===== config.mk =====
export PLATFORM = sky130hd
export DESIGN_NAME = dmem_arbiter
export DESIGN_NICKNAME = d
export VERILOG_FILES = /design/src/rtl/dmem_arbiter_pkg.sv /design/src/rtl/dmem_arbiter_rr_select.sv /design/src/rtl/dmem_arbiter.sv
export SDC_FILE = /design/constraint.sdc
export NUM_CORES = 1
export LEC_CHECK = 0
export ABC_AREA = 1
export ABC_CLOCK_PERIOD_IN_PS = 2900
export CELL_PAD_IN_SITES_DETAIL_PLACEMENT = 0
export CELL_PAD_IN_SITES_GLOBAL_PLACEMENT = 1
export CORE_MARGIN = 5
export CORE_UTILIZATION = 24
export CTS_CLUSTER_DIAMETER = 200
export CTS_CLUSTER_SIZE = 20
export DETAILED_ROUTE_END_ITERATION = 12
export PLACE_DENSITY_LB_ADDON = 0.2
export SLEW_MARGIN = 5
export SYNTH_ARGS = -nofsm -noshare
export SYNTH_HDL_FRONTEND = slang
export SYNTH_SLANG_ARGS = --single-unit

===== constraint.sdc =====
create_clock -name clock -period 2.9 [get_ports clock]
set_clock_uncertainty 0.15 [all_clocks]
set_input_delay 0.58 -clock clock [delete_from_list [all_inputs] [get_ports clock]]
set_output_delay 0.58 -clock clock [all_outputs]
set_load 0.01 [all_outputs]

===== src/rtl/dmem_arbiter_pkg.sv =====
// Shared types and constants for the two-port data-memory arbiter.
package dmem_arb_pkg;

    typedef enum logic [1:0] {
        IDLE  = 2'd0,
        ISSUE = 2'd1,
        RESP  = 2'd2
    } state_t;

    localparam int unsigned PRIO_RR    = 0;
    localparam int unsigned PRIO_FIXED = 1;

endpackage


===== src/rtl/dmem_arbiter_rr_select.sv =====
// Two-way pick from the request vector, the last-granted pointer and the mode.
module rr_select
    import dmem_arb_pkg::*;
(
    input  logic [1:0] req,
    input  logic       last,
    input  logic       mode,
    output logic       valid,
    output logic       winner
);

    always_comb begin
        valid  = |req;
        winner = 1'b0;
        if (req == 2'b11) begin
            // fixed mode favours port 0; round-robin favours the port not granted last
            winner = mode ? 1'b0 : ~last;
        end else if (req[1]) begin
            winner = 1'b1;
        end
    end

endmodule


===== src/rtl/dmem_arbiter.sv =====
// Two-port data-memory arbiter: arbitrate, issue one memory access, report completion.
module dmem_arbiter
    import dmem_arb_pkg::*;
#(
    parameter int unsigned ADDR_W    = 32,
    parameter int unsigned DATA_W    = 32,
    parameter int unsigned PRIO_MODE = PRIO_RR
) (
    input  logic              clock,
    input  logic              reset,
    input  logic              req0,
    input  logic              req1,
    input  logic              we0,
    input  logic              we1,
    input  logic [ADDR_W-1:0] addr0,
    input  logic [ADDR_W-1:0] addr1,
    input  logic [DATA_W-1:0] wdata0,
    input  logic [DATA_W-1:0] wdata1,
    output logic              gnt0,
    output logic              gnt1,
    output logic              done0,
    output logic              done1,
    output logic [DATA_W-1:0] rdata0,
    output logic [DATA_W-1:0] rdata1,
    output logic              mem_we,
    output logic [ADDR_W-1:0] mem_addr,
    output logic [DATA_W-1:0] mem_data_in,
    input  logic [DATA_W-1:0] mem_data_out,
    output logic              busy
);

    localparam logic FIXED_MODE = (PRIO_MODE == PRIO_FIXED);

    state_t            state;
    state_t            state_next;
    logic              last_gnt;
    logic              sel;
    logic              lat_we;
    logic [ADDR_W-1:0] lat_addr;
    logic [DATA_W-1:0] lat_wdata;
    logic              pick_valid;
    logic              pick_winner;
    logic              arb_open;
    logic              in_issue;
    logic              in_resp;

    rr_select u_rr_select (
        .req    ({req1, req0}),
        .last   (last_gnt),
        .mode   (FIXED_MODE),
        .valid  (pick_valid),
        .winner (pick_winner)
    );

    assign arb_open = (state == IDLE) || (state == RESP);

    always_ff @(posedge clock) begin
        if (reset) begin
            state     <= IDLE;
            last_gnt  <= 1'b1;
            sel       <= 1'b0;
            lat_we    <= 1'b0;
            lat_addr  <= '0;
            lat_wdata <= '0;
        end else begin
            state <= state_next;
            if (arb_open && pick_valid) begin
                sel       <= pick_winner;
                lat_we    <= pick_winner ? we1    : we0;
                lat_addr  <= pick_winner ? addr1  : addr0;
                lat_wdata <= pick_winner ? wdata1 : wdata0;
            end
            if (state == ISSUE) begin
                last_gnt <= sel;
            end
        end
    end

    always_comb begin
        state_next = state;
        case (state)
            IDLE:    if (pick_valid) state_next = ISSUE;
            ISSUE:   state_next = RESP;
            RESP:    state_next = pick_valid ? ISSUE : IDLE;
            default: state_next = IDLE;
        endcase
    end

    // Outputs are forced quiet while reset is held, even before the first reset edge lands.
    assign in_issue = (state == ISSUE) && !reset;
    assign in_resp  = (state == RESP)  && !reset;

    assign gnt0  = in_issue && !sel;
    assign gnt1  = in_issue &&  sel;
    assign done0 = in_resp  && !sel;
    assign done1 = in_resp  &&  sel;

    assign rdata0 = (in_resp && !sel && !lat_we) ? mem_data_out : '0;
    assign rdata1 = (in_resp &&  sel && !lat_we) ? mem_data_out : '0;

    // Latched fields only change on entry to ISSUE, so they already hold the last access elsewhere.
    assign mem_we      = in_issue && lat_we;
    assign mem_addr    = reset ? '0 : lat_addr;
    assign mem_data_in = reset ? '0 : lat_wdata;
    assign busy        = (state != IDLE) && !reset;

endmodule


== Yosys cells after proc, flatten, opt, wreduce, memory -nomap -nowiden ==
Index checks and enable logic that the tools add are counted.
Storage, ports and cells
  bits of input ports: 166
  register bits after elaboration: 69
  output and inout port bits: 134
Operators by class
  bitwise operators: 1
  multiplexer cells: 12
  reductions and logical operators: 18
  equality and inequality tests: 4
Operators with widths (number)
  32-bit two-way mux: 6
  1-bit logical AND: 11
  2-bit case mux with 3 select lines: 1
  2-bit equality test (second input constant): 2
  1-bit two-way mux: 4
  1-bit logical NOT: 3
  2-bit by 1-bit equality test with 1-bit output (second input constant): 1
  2-bit logical NOT: 1
  2-bit two-way mux: 1
  2-bit != test (second input constant): 1
  2-bit nonzero test: 1
  2-bit OR reduction: 1
  1-bit logical OR: 1
  1-bit inverter: 1

== Depth between registers and ports, before layout ==
Gate-level depths: netlist (run 1).
  depth after elaboration: 5
  depth in mapped cells: 7
  depth with buffers taken out: 6

== By module ==
A second synthesis (run 1) with hierarchy kept.
Unflattened totals
  cells, all modules: 761
  area total of the unflattened synthesis: 4174.0 um2
Modules (own cells, without submodules)
  dmem_arbiter: times used 1, cells each 754, sequential area each 1381.3 um2, area each 4137.7 um2
  rr_select: times used 1, cells each 7, sequential area each 0.0 um2, area each 36.3 um2

== Least setup slack after synthesis (run 1) ==
OpenSTA, ideal clock, no wires.
  path type: input-to-output
  from: input reset
  to: output rdata0[10]
  path buffers: 2
  data required time: 2170 ps
  data arrival time: 1505 ps
  setup slack: 665 ps
  stages on the path: 7
  cells stage by stage: buf_2 -> inv_2 -> nand3_1 -> nor2_2 -> nand2_1 -> buf_2 -> nor2_1
On the way
  longest elaborated chain between the ends: 5
Ends and longest elaborated chain
  from (decl): RTL line dmem_arbiter.sv:10  | input logic reset,
  1-bit logical NOT: RTL line dmem_arbiter.sv:91  | assign in_resp = (state == RESP) && !reset;
  1-bit logical AND: RTL line dmem_arbiter.sv:91
  1-bit logical AND
  net done0: RTL line dmem_arbiter.sv:21  | output logic done0,
  1-bit logical AND: RTL line dmem_arbiter.sv:98  | assign rdata0 = (in_resp && !sel && !lat_we) ? mem_data_out : '0;
  32-bit two-way mux: RTL line dmem_arbiter.sv:98
  to (decl): RTL line dmem_arbiter.sv:23  | output logic [DATA_W-1:0] rdata0,
The timed path passes the listed nets, and every way through them passes these cells.

== Final worst setup path (run 1) ==
  from: register state[0]
  to: output rdata0[0]
On the way
  longest elaborated chain between the ends: 5
Ends and longest elaborated chain
  from (decl): RTL line dmem_arbiter.sv:34  | state_t state;
  from (signal assigned): RTL line dmem_arbiter.sv:66  | state <= state_next;
  2-bit equality test: RTL line dmem_arbiter.sv:91
  1-bit logical AND: RTL line dmem_arbiter.sv:91
  1-bit logical AND (2 in series): RTL line dmem_arbiter.sv:98
  32-bit two-way mux: RTL line dmem_arbiter.sv:98
No other way between the ends.

==> results.sh, run 1 <==
export IMPL_worstSetupStartpointType="register"
export IMPL_hold_viol=0
export IMPL_met3_length_microns=1200
export IMPL_cp_required_ps=2170
export IMPL_cts_tree="built"
export IMPL_regArea_sq_um=1380
export IMPL_multi_input_area_sq_um=2150
export IMPL_post_route_min_period_ps=2740
export IMPL_insertion_delay_ps=330
export IMPL_syn_nets=926
export IMPL_highest_layer="met4"
export IMPL_worstPathArrival_ps=2010
export IMPL_grt_pass1_vias=4978
export IMPL_critical_path_startpoint="state[0]"
export IMPL_setup_violations=0
export IMPL_drv_cap=0
export IMPL_track_usage=0.168
export IMPL_diodes=0
export IMPL_p_leak_nw=3.71
export IMPL_numCtsBuffers=9
export IMPL_dr_pass1_iters=5
export IMPL_final_layout_size_suffix_gt1_frac=0.0365
export IMPL_route_detailed_drc=0
export IMPL_ys_warn_count=0
export IMPL_nets=1201
export IMPL_wl_met1_microns=8130
export IMPL_finalWirelength_microns=18200
export IMPL_fmax_ghz=0.365
export IMPL_synth_seq_cells=69
export IMPL_total_power_w=0.00287
export IMPL_cts_buffer_depth=2
export IMPL_io_buffer_count=299
export IMPL_grt_overflow=0
export IMPL_syn_area_per_cell_sq_um=5.77
export IMPL_area_growth_pct=78.9
export IMPL_end_kind="output pin"
export IMPL_coreArea_sq_um=18000
export IMPL_slew_headroom=0.688
export IMPL_irDropWorstVdd_mv=0.295
export IMPL_cts_sinks=69
export IMPL_status="finished clean"
export IMPL_drt_iter0_markers=204
export IMPL_finalCritPeriodShare=0.945
export IMPL_syn_instance_count=760
export IMPL_post_cts_buffers=0
export IMPL_r2r_start="state[0]"
export IMPL_num_rows=49
export IMPL_rsz0062_at_grt="no"
export IMPL_crit_fanout=32
export IMPL_min_path_type="register to register"
export IMPL_cts_root_buf="clkbuf_16"
export IMPL_cts_resized=0
export IMPL_io_pins=300
export IMPL_die_w_microns=145
export IMPL_antenna_found_initial=0
export IMPL_die_area_sq_um=21100
export IMPL_utilization=0.436
export IMPL_synth_cell_area_sq_um=4380
export IMPL_min_from="lat_addr[30]"
export IMPL_fillers=1937
export IMPL_holdBufCountCts=0
export IMPL_slew_viol_final=0
export IMPL_via_per_inst=4.10
export IMPL_tightest_slew_ps=468
export IMPL_grt_max_degree=66
export IMPL_path_clk_slew_ps=60
export IMPL_grt_pass1_wl_microns=28800
export IMPL_ys_seq_area_frac=0.315
export IMPL_yosysUniqueCellTypes=16
export IMPL_power_density_nw_per_um2=366
export IMPL_htreeDepth=3
export IMPL_gp_routability_congestion=0.772
export IMPL_die_h_microns=145
export IMPL_worstSetupPathType="register to output pin"
export IMPL_drtAntennaViolNets=0
export IMPL_wl_per_cell_microns=14.4
export IMPL_initial_core_util=0.244
export IMPL_setup_tns_ps=0
export IMPL_reg2reg_slack_ps=1470
export IMPL_dpl_hpwl_microns=13500
export IMPL_vias=5206
export IMPL_met2_wirelength_microns=8630
==> per-stage QoR <==
| step | hold slack [ps] | setup WS [ps] | cells | cell area (sq um) |
|---|---|---|---|---|
| 5_1_grt | 383 | 8.97 | 1269 | 7840 |
| 4_1_cts | 368 | 117 | 1269 | 7840 |
| 6_report | 362 | 159 | 1269 | 7840 |
| 3_5_place_dp | 357 | 199 | 1253 | 7580 |
| 2_1_floorplan | 327 | 665 | 760 | 4380 |
| 3_3_place_gp | 353 | 194 | 1253 | 7580 |
==> path summary, 6_finish.rpt <==
path / end / cells past startpoint
max: rdata0[0] / 7
min: lat_addr[30] / 4
max reg2reg: lat_we / 6
min reg2reg: lat_addr[30] / 4
==> where the power goes <==
part	switching, W	internal [W]	leakage, nW
Sequential	0.0000239	0.00104	0.571
Clock	0.000418	0.000573	0.129
Combinational	0.000386	0.000431	3.01
Total	0.000828	0.00204	3.71
==> flip-flops by register name (all words and copies together) (netlist names) <==
register / count
lat_wdata: 32
sel: 1
lat_we: 1
lat_addr: 32
last_gnt: 1
state: 2
==> cells in the mapped netlist <==
master | instances | area (sq um)
a21boi_1 | 1 | 7.51
clkbuf_1 | 14 | 52.6
inv_1 | 163 | 612
o21ai_2 | 1 | 8.76
buf_2 | 29 | 145
nor2_2 | 2 | 12.5
nand2_1 | 201 | 754
nand2_2 | 1 | 6.26
nor2_1 | 136 | 510
buf_4 | 6 | 45.0
nand3_1 | 68 | 340
nand3b_1 | 63 | 473
nor3_2 | 1 | 10.0
a21oi_1 | 3 | 15.0
inv_2 | 2 | 7.51
dfxtp_1 | 69 | 1380
==> worst max-delay path, cell delays in order, from the launching register on <==
cell and delay [ps]:
dfxtp_1 360, inv_2 120, nand3_1 120, nor2_2 130, nand2_1 100, buf_12 180, nor2_1 110, clkdlybuf4s50_1 560
==> routing by layer <==
layer / track usage / vias up
li1: - / 2765
met1: 0.215 / 2254
met2: 0.276 / 170
met3: 0.0490 / 17
met4: 0.0448 / 0
met5: 0 / -
==> layout make-up <==
class | instances | share of cell area
clock buffers | 11 | 0.0297
clock inverters | 5 | 0.00351
inverters | 165 | 0.0790
multi-input cells | 477 | 0.275
flip-flops and latches | 69 | 0.176
well taps | 229 | 0.0365
repair buffers | 313 | 0.400
==> cells by family after synthesis <==
family / Yosys count / synth area share
AO/OA/AOI/OAI: 5 / 0.00714
buffers and inverters: 214 / 0.197
flip-flops: 69 / 0.315
AND/OR/NAND/NOR: 472 / 0.481
==> cell usage in the layout (no fill, tap or decap), drive strengths merged <==
| cell type | instances |
|---|---|
| clkbuf | 11 |
| nand3b | 63 |
| dfxtp | 69 |
| buf | 16 |
| nand2 | 202 |
| clkinvlp | 1 |
| a21boi | 1 |
| clkdlybuf4s50 | 297 |
| nor2 | 138 |
| a21oi | 3 |
| nand3 | 68 |
| clkinv | 4 |
| o21ai | 1 |
| nor3 | 1 |
| inv | 165 |
No activity file was read; power rests on OpenSTA's default activity.
==> run 2, diff against run 1 <==
- PLACE_DENSITY: unset -> 0.88
- PLACE_DENSITY_LB_ADDON: 0.2 -> unset
==> run 2 against run 1 <==
  * Non-clock buffer count shrank 2
  * Utilization grew 0.27 points
  * Total power grew 6.7%
  * Sequential share of layout area shrank 0.11 points
  * Maximum frequency grew 0.13%
  * Sequential power is essentially flat
  * Clock-buffer cell count shrank 1
==> results.sh, run 2 (synthesized netlist as in run 1, its figures left out) <==
export IMPL_numCtsBuffers=9
export IMPL_finalWirelength_microns=17000
export IMPL_setup_tns_ps=0
export IMPL_power_density_nw_per_um2=388
export IMPL_area_growth_pct=80.0
export IMPL_grt_pass1_wl_microns=26000
export IMPL_worstSetupPathType="register to output pin"
export IMPL_drt_iter0_markers=187
export IMPL_worstPathArrival_ps=2010
export IMPL_reg_top3="lat_addr (32), lat_wdata (32), state (2)"
export IMPL_slew_headroom=0.570
export IMPL_min_path_type="register to register"
export IMPL_p_clk_frac=0.387
export IMPL_path_clk_slew_ps=60
export IMPL_coreArea_sq_um=18000
export IMPL_wl_per_cell_microns=13.4
export IMPL_p_int_w=0.00222
export IMPL_die_area_sq_um=21100
export IMPL_irDropWorstVdd_mv=0.248
export IMPL_holdBufCountCts=0
export IMPL_p_leak_nw=3.75
export IMPL_vias=5257
export IMPL_initial_core_util=0.244
export IMPL_gp_routability_congestion=0.783
export IMPL_drv_cap=0
export IMPL_hold_viol=0
export IMPL_cts_root_buf="clkbuf_16"
export IMPL_track_usage=0.153
export IMPL_cts_sinks=69
export IMPL_num_rows=49
export IMPL_die_h_microns=145
export IMPL_cp_required_ps=2170
export IMPL_power_frac_seq=0.348
export IMPL_tightest_slew_ps=645
export IMPL_drtAntennaViolNets=0
export IMPL_nets=1199
export IMPL_fmax_ghz=0.365
export IMPL_dr_pass1_iters=4
export IMPL_slew_viol_final=0
export IMPL_grt_pass1_vias=4810
export IMPL_status="finished clean"
export IMPL_post_route_min_period_ps=2740
export IMPL_switching_power_w=0.000841
export IMPL_setup_violations=0
export IMPL_via_per_inst=4.14
export IMPL_highest_layer="met5"
export IMPL_reg2reg_slack_ps=1490
export IMPL_die_w_microns=145
export IMPL_htreeDepth=3
export IMPL_end_kind="output pin"
export IMPL_insertion_delay_ps=330
export IMPL_combPwrFrac=0.266
export IMPL_crit_fanout=32
export IMPL_grt_overflow=0
export IMPL_final_layout_size_suffix_gt1_frac=0.0356
export IMPL_cts_buffer_depth=2
export IMPL_worstSetupStartpointType="register"
export IMPL_timing_hold_ws_ps=363
export IMPL_met3_length_microns=1430
export IMPL_io_buffer_count=299
export IMPL_finalCritPeriodShare=0.944
export IMPL_grt_max_degree=66
export IMPL_switching_share=0.275
export IMPL_met2_wirelength_microns=8240
export IMPL_final_common_cell="clkdlybuf4s50_1"
export IMPL_dpl_hpwl_microns=12900
export IMPL_rsz0062_at_grt="no"
export IMPL_io_pins=300
export IMPL_cts_tree="built"
export IMPL_wl_met1_microns=6710
export IMPL_final_cell_mix="clkdlybuf4s50_1 (296), nand2_1 (200), inv_1 (163)"
export IMPL_antenna_found_initial=3
export IMPL_route_detailed_drc=0
==> run 2: changes by cell type in the layout (fill, tap and decap cells not counted), moves of 2 or more <==
| cell | delta |
|---|---|
| clkinv_4 | +2 |
| buf_4 | -2 |
| bufinv_16 | +2 |
| clkinv_2 | -2 |
| diode_2 | +2 |
==> run 2: per-stage QoR <==
step                 util  area (sq um)  std cells  power, W  setup slack, ps
finish              0.439          7890       1269   0.00306              162
global route        0.439          7890       1269   0.00323             23.5
CTS                 0.439          7880       1267   0.00312              121
detailed placement  0.421          7560       1251   0.00191              169
global placement    0.421          7560       1251   0.00191              201
floorplan               -          4380        760   0.00147              665
==> run 2: layer usage <==
layer,vias to the layer above,GRT usage
met3,32,0.0486
met2,231,0.265
met4,2,0.0723
met1,2220,0.169
li1,2772,-
met5,-,0
==> run 2: power by group through the flow <==
stage          logic (W)  registers, W  clock network (W)
6_report        0.000814       0.00107            0.00118
2_1_floorplan   0.000385       0.00108                  0
3_5_place_dp    0.000824       0.00109                  0
4_1_cts         0.000829       0.00107            0.00122
5_1_grt         0.000903       0.00107            0.00125
3_3_place_gp    0.000824       0.00108                  0
==> run 2: worst max-delay path, stage by stage, from the launching register on <==
cell and delay (ps):
dfxtp_1 360, inv_2 120, nand3_1 130, nor2_2 120, nand2_1 100, buf_12 170, nor2_1 100, clkdlybuf4s50_1 560
==> run 2: area by class of cell <==
class,instances,area [sq um]
Antenna cell,2,5.00
Clock buffer,10,229
Timing Repair Buffer,311,3130
Sequential cell,69,1380
Inverter,165,619
Clock inverter,6,87.6
Tap cell,229,287
Multi-Input combinational cell,477,2150
Fill cell,1905,10100
==> run 2: final timing paths <==
path | start | end | cells after the start
worst max-delay path | state[0] | rdata0[0] | 7
worst min-delay path | lat_wdata[21] | lat_wdata[21] | 4
worst max register to register | last_gnt | lat_wdata[21] | 5
worst min register to register | lat_wdata[21] | lat_wdata[21] | 4
==> run 2: timing repair <==
item                       in CTS  in global routing
resized for setup               0                  1
setup buffers                   0                  0
setup endpoints to repair       0                  1
==> run 3, diff against run 2 <==
- SETUP_SLACK_MARGIN: unset -> 0.05
==> run 3 against run 2 <==
  * Die area unchanged
  * Clock power about the same
  * Utilization increased by 0.19 points
  * Worst setup slack improved by 29 ps
  * Combinational power about the same
  * Sequential power about the same
  * Design area increased by 0.44%
  * Routed wire length about the same
  * Non-clock buffer count increased by 1
  * Register-to-register slack got worse by 80 ps
  * First-iteration DRC count increased by 5.3%
  * Critical path type is now input pin to output pin
  * Critical endpoint unchanged
==> results.sh, run 3 (synthesized netlist as in run 1, its figures left out) <==
export IMPL_status="finished clean"
export IMPL_hold_viol=0
export IMPL_insertion_delay_ps=330
export IMPL_tightest_slew_ps=634
export IMPL_met3_length_microns=1350
export IMPL_via_per_inst=4.12
export IMPL_min_from="lat_wdata[21]"
export IMPL_fin_area_sq_um=7920
export IMPL_die_area_sq_um=21100
export IMPL_power_density_nw_per_um2=387
export IMPL_grt_overflow=0
export IMPL_dpl_hpwl_microns=12900
export IMPL_area_growth_pct=80.8
export IMPL_grt_pass1_vias=4810
export IMPL_worstSetupStartpointType="input pin"
export IMPL_cpPeakStageDelay_ps=560
export IMPL_holdBufCountCts=0
export IMPL_route_detailed_drc=0
export IMPL_r2r_start="state[0]"
export IMPL_num_rows=49
export IMPL_whs_endpoint="lat_wdata[21]"
export IMPL_drt_iter0_markers=197
export IMPL_htreeDepth=3
export IMPL_met2_wirelength_microns=8240
export IMPL_io_buffer_count=299
export IMPL_setup_violations=0
export IMPL_final_common_cell="clkdlybuf4s50_1"
export IMPL_cts_sinks=69
export IMPL_dr_pass1_iters=4
export IMPL_cts_tree="built"
export IMPL_wl_met1_microns=6810
export IMPL_irDropWorstVdd_mv=0.249
export IMPL_finalWirelength_microns=17000
export IMPL_wl_per_cell_microns=13.4
export IMPL_drtAntennaViolNets=0
export IMPL_final_cell_mix="clkdlybuf4s50_1 (285), nand2_1 (200), inv_1 (163)"
export IMPL_cp_required_ps=2170
export IMPL_critPathSlowestCell="clkdlybuf4s50_1"
export IMPL_nets=1200
export IMPL_rr_worst_depth=7
export IMPL_coreArea_sq_um=18000
export IMPL_drv_cap=0
export IMPL_worstSetupPathType="input pin to output pin"
export IMPL_min_path_cells=4
export IMPL_cts_root_buf="clkbuf_16"
export IMPL_crit_fanout=32
export IMPL_rsz0062_at_grt="no"
export IMPL_path_clk_slew_ps=60
export IMPL_placed_cell_area_sq_um=7560
export IMPL_antenna_found_initial=3
export IMPL_highest_layer="met5"
export IMPL_io_pins=300
export IMPL_timing_rr_end="lat_we"
export IMPL_reg_top3="lat_addr (32), lat_wdata (32), state (2)"
export IMPL_grt_max_degree=66
export IMPL_worstPathArrival_ps=1980
export IMPL_dp_cells=1251
export IMPL_setup_tns_ps=0
export IMPL_post_route_min_period_ps=2710
export IMPL_initial_core_util=0.244
export IMPL_die_w_microns=145
export IMPL_reg2reg_slack_ps=1410
export IMPL_end_kind="output pin"
export IMPL_fin_cells=1270
export IMPL_slew_viol_final=0
export IMPL_finalCritPeriodShare=0.934
export IMPL_regArea_sq_um=1380
export IMPL_final_layout_size_suffix_gt1_frac=0.0366
export IMPL_die_h_microns=145
export IMPL_track_usage=0.153
export IMPL_p_leak_nw=3.96
export IMPL_slew_headroom=0.577
export IMPL_numCtsBuffers=9
export IMPL_min_path_type="register to register"
export IMPL_vias=5230
export IMPL_grt_pass1_wl_microns=26000
export IMPL_fmax_ghz=0.369
export IMPL_cts_buffer_depth=2
export IMPL_utilization=0.441
export IMPL_multi_input_area_sq_um=2150
export IMPL_cp_cell_sequence="buf_2, inv_2, nand3_1, nor2_2, nand2_1, buf_12, nor2_1, clkdlybuf4s50_1"
export IMPL_fillers=1898
export IMPL_gp_routability_congestion=0.783
==> run 3: how the worst max path moves through the flow <==
stage / from / endpoint / slack [ps] / cells after the start
final: reset / rdata0[0] / 190 / 8
after global routing: state[0] / rdata1[19] / 100 / 7
after CTS: state[0] / rdata0[0] / 120 / 7
after detailed placement: reset / rdata0[0] / 170 / 8
after global placement: reset / rdata0[16] / 200 / 8
after floorplan: reset / rdata0[10] / 670 / 7
==> run 3: layout make-up <==
cell class,count,share of cell area
timing repair buffer,312,0.399
multi-input combinational,477,0.272
sequential,69,0.174
inverter,165,0.0782
tap,229,0.0362
clock buffer,10,0.0289
clock inverter,6,0.0111
antenna,2,0.000632
==> run 3: repair_timing <==
action                     in CTS  in global routing
buffers inserted                0                  1
hold endpoints to repair        0                  0
resized for setup               0                 12
setup endpoints to repair       0                 14
==> run 3: worst max-delay path: cells and delay by family <==
kind | cells | cell delay, ps
AND/OR/NAND/NOR | 4 | 450
buffers and inverters | 4 | 930
==> run 3: report_power, final <==
group          switching (W)  internal [W]  total (W)
combinational       0.000385      0.000430   0.000815
clock               0.000430      0.000753    0.00118
sequential         0.0000245       0.00104    0.00107
==> run 3: routing by layer <==
layer,GRT usage,vias up
li1,-,2776
met1,0.169,2212
met2,0.265,209
met3,0.0486,31
met4,0.0723,2
met5,0,-
==> run 3: stage by stage <==
stage / total power (W) / setup slack, ps / hold slack, ps
CTS: 0.00312 / 121 / 367
floorplan: 0.00147 / 665 / 327
global route: 0.00323 / 100 / 400
finish: 0.00306 / 191 / 363
global placement: 0.00191 / 201 / 351
detailed placement: 0.00191 / 169 / 353
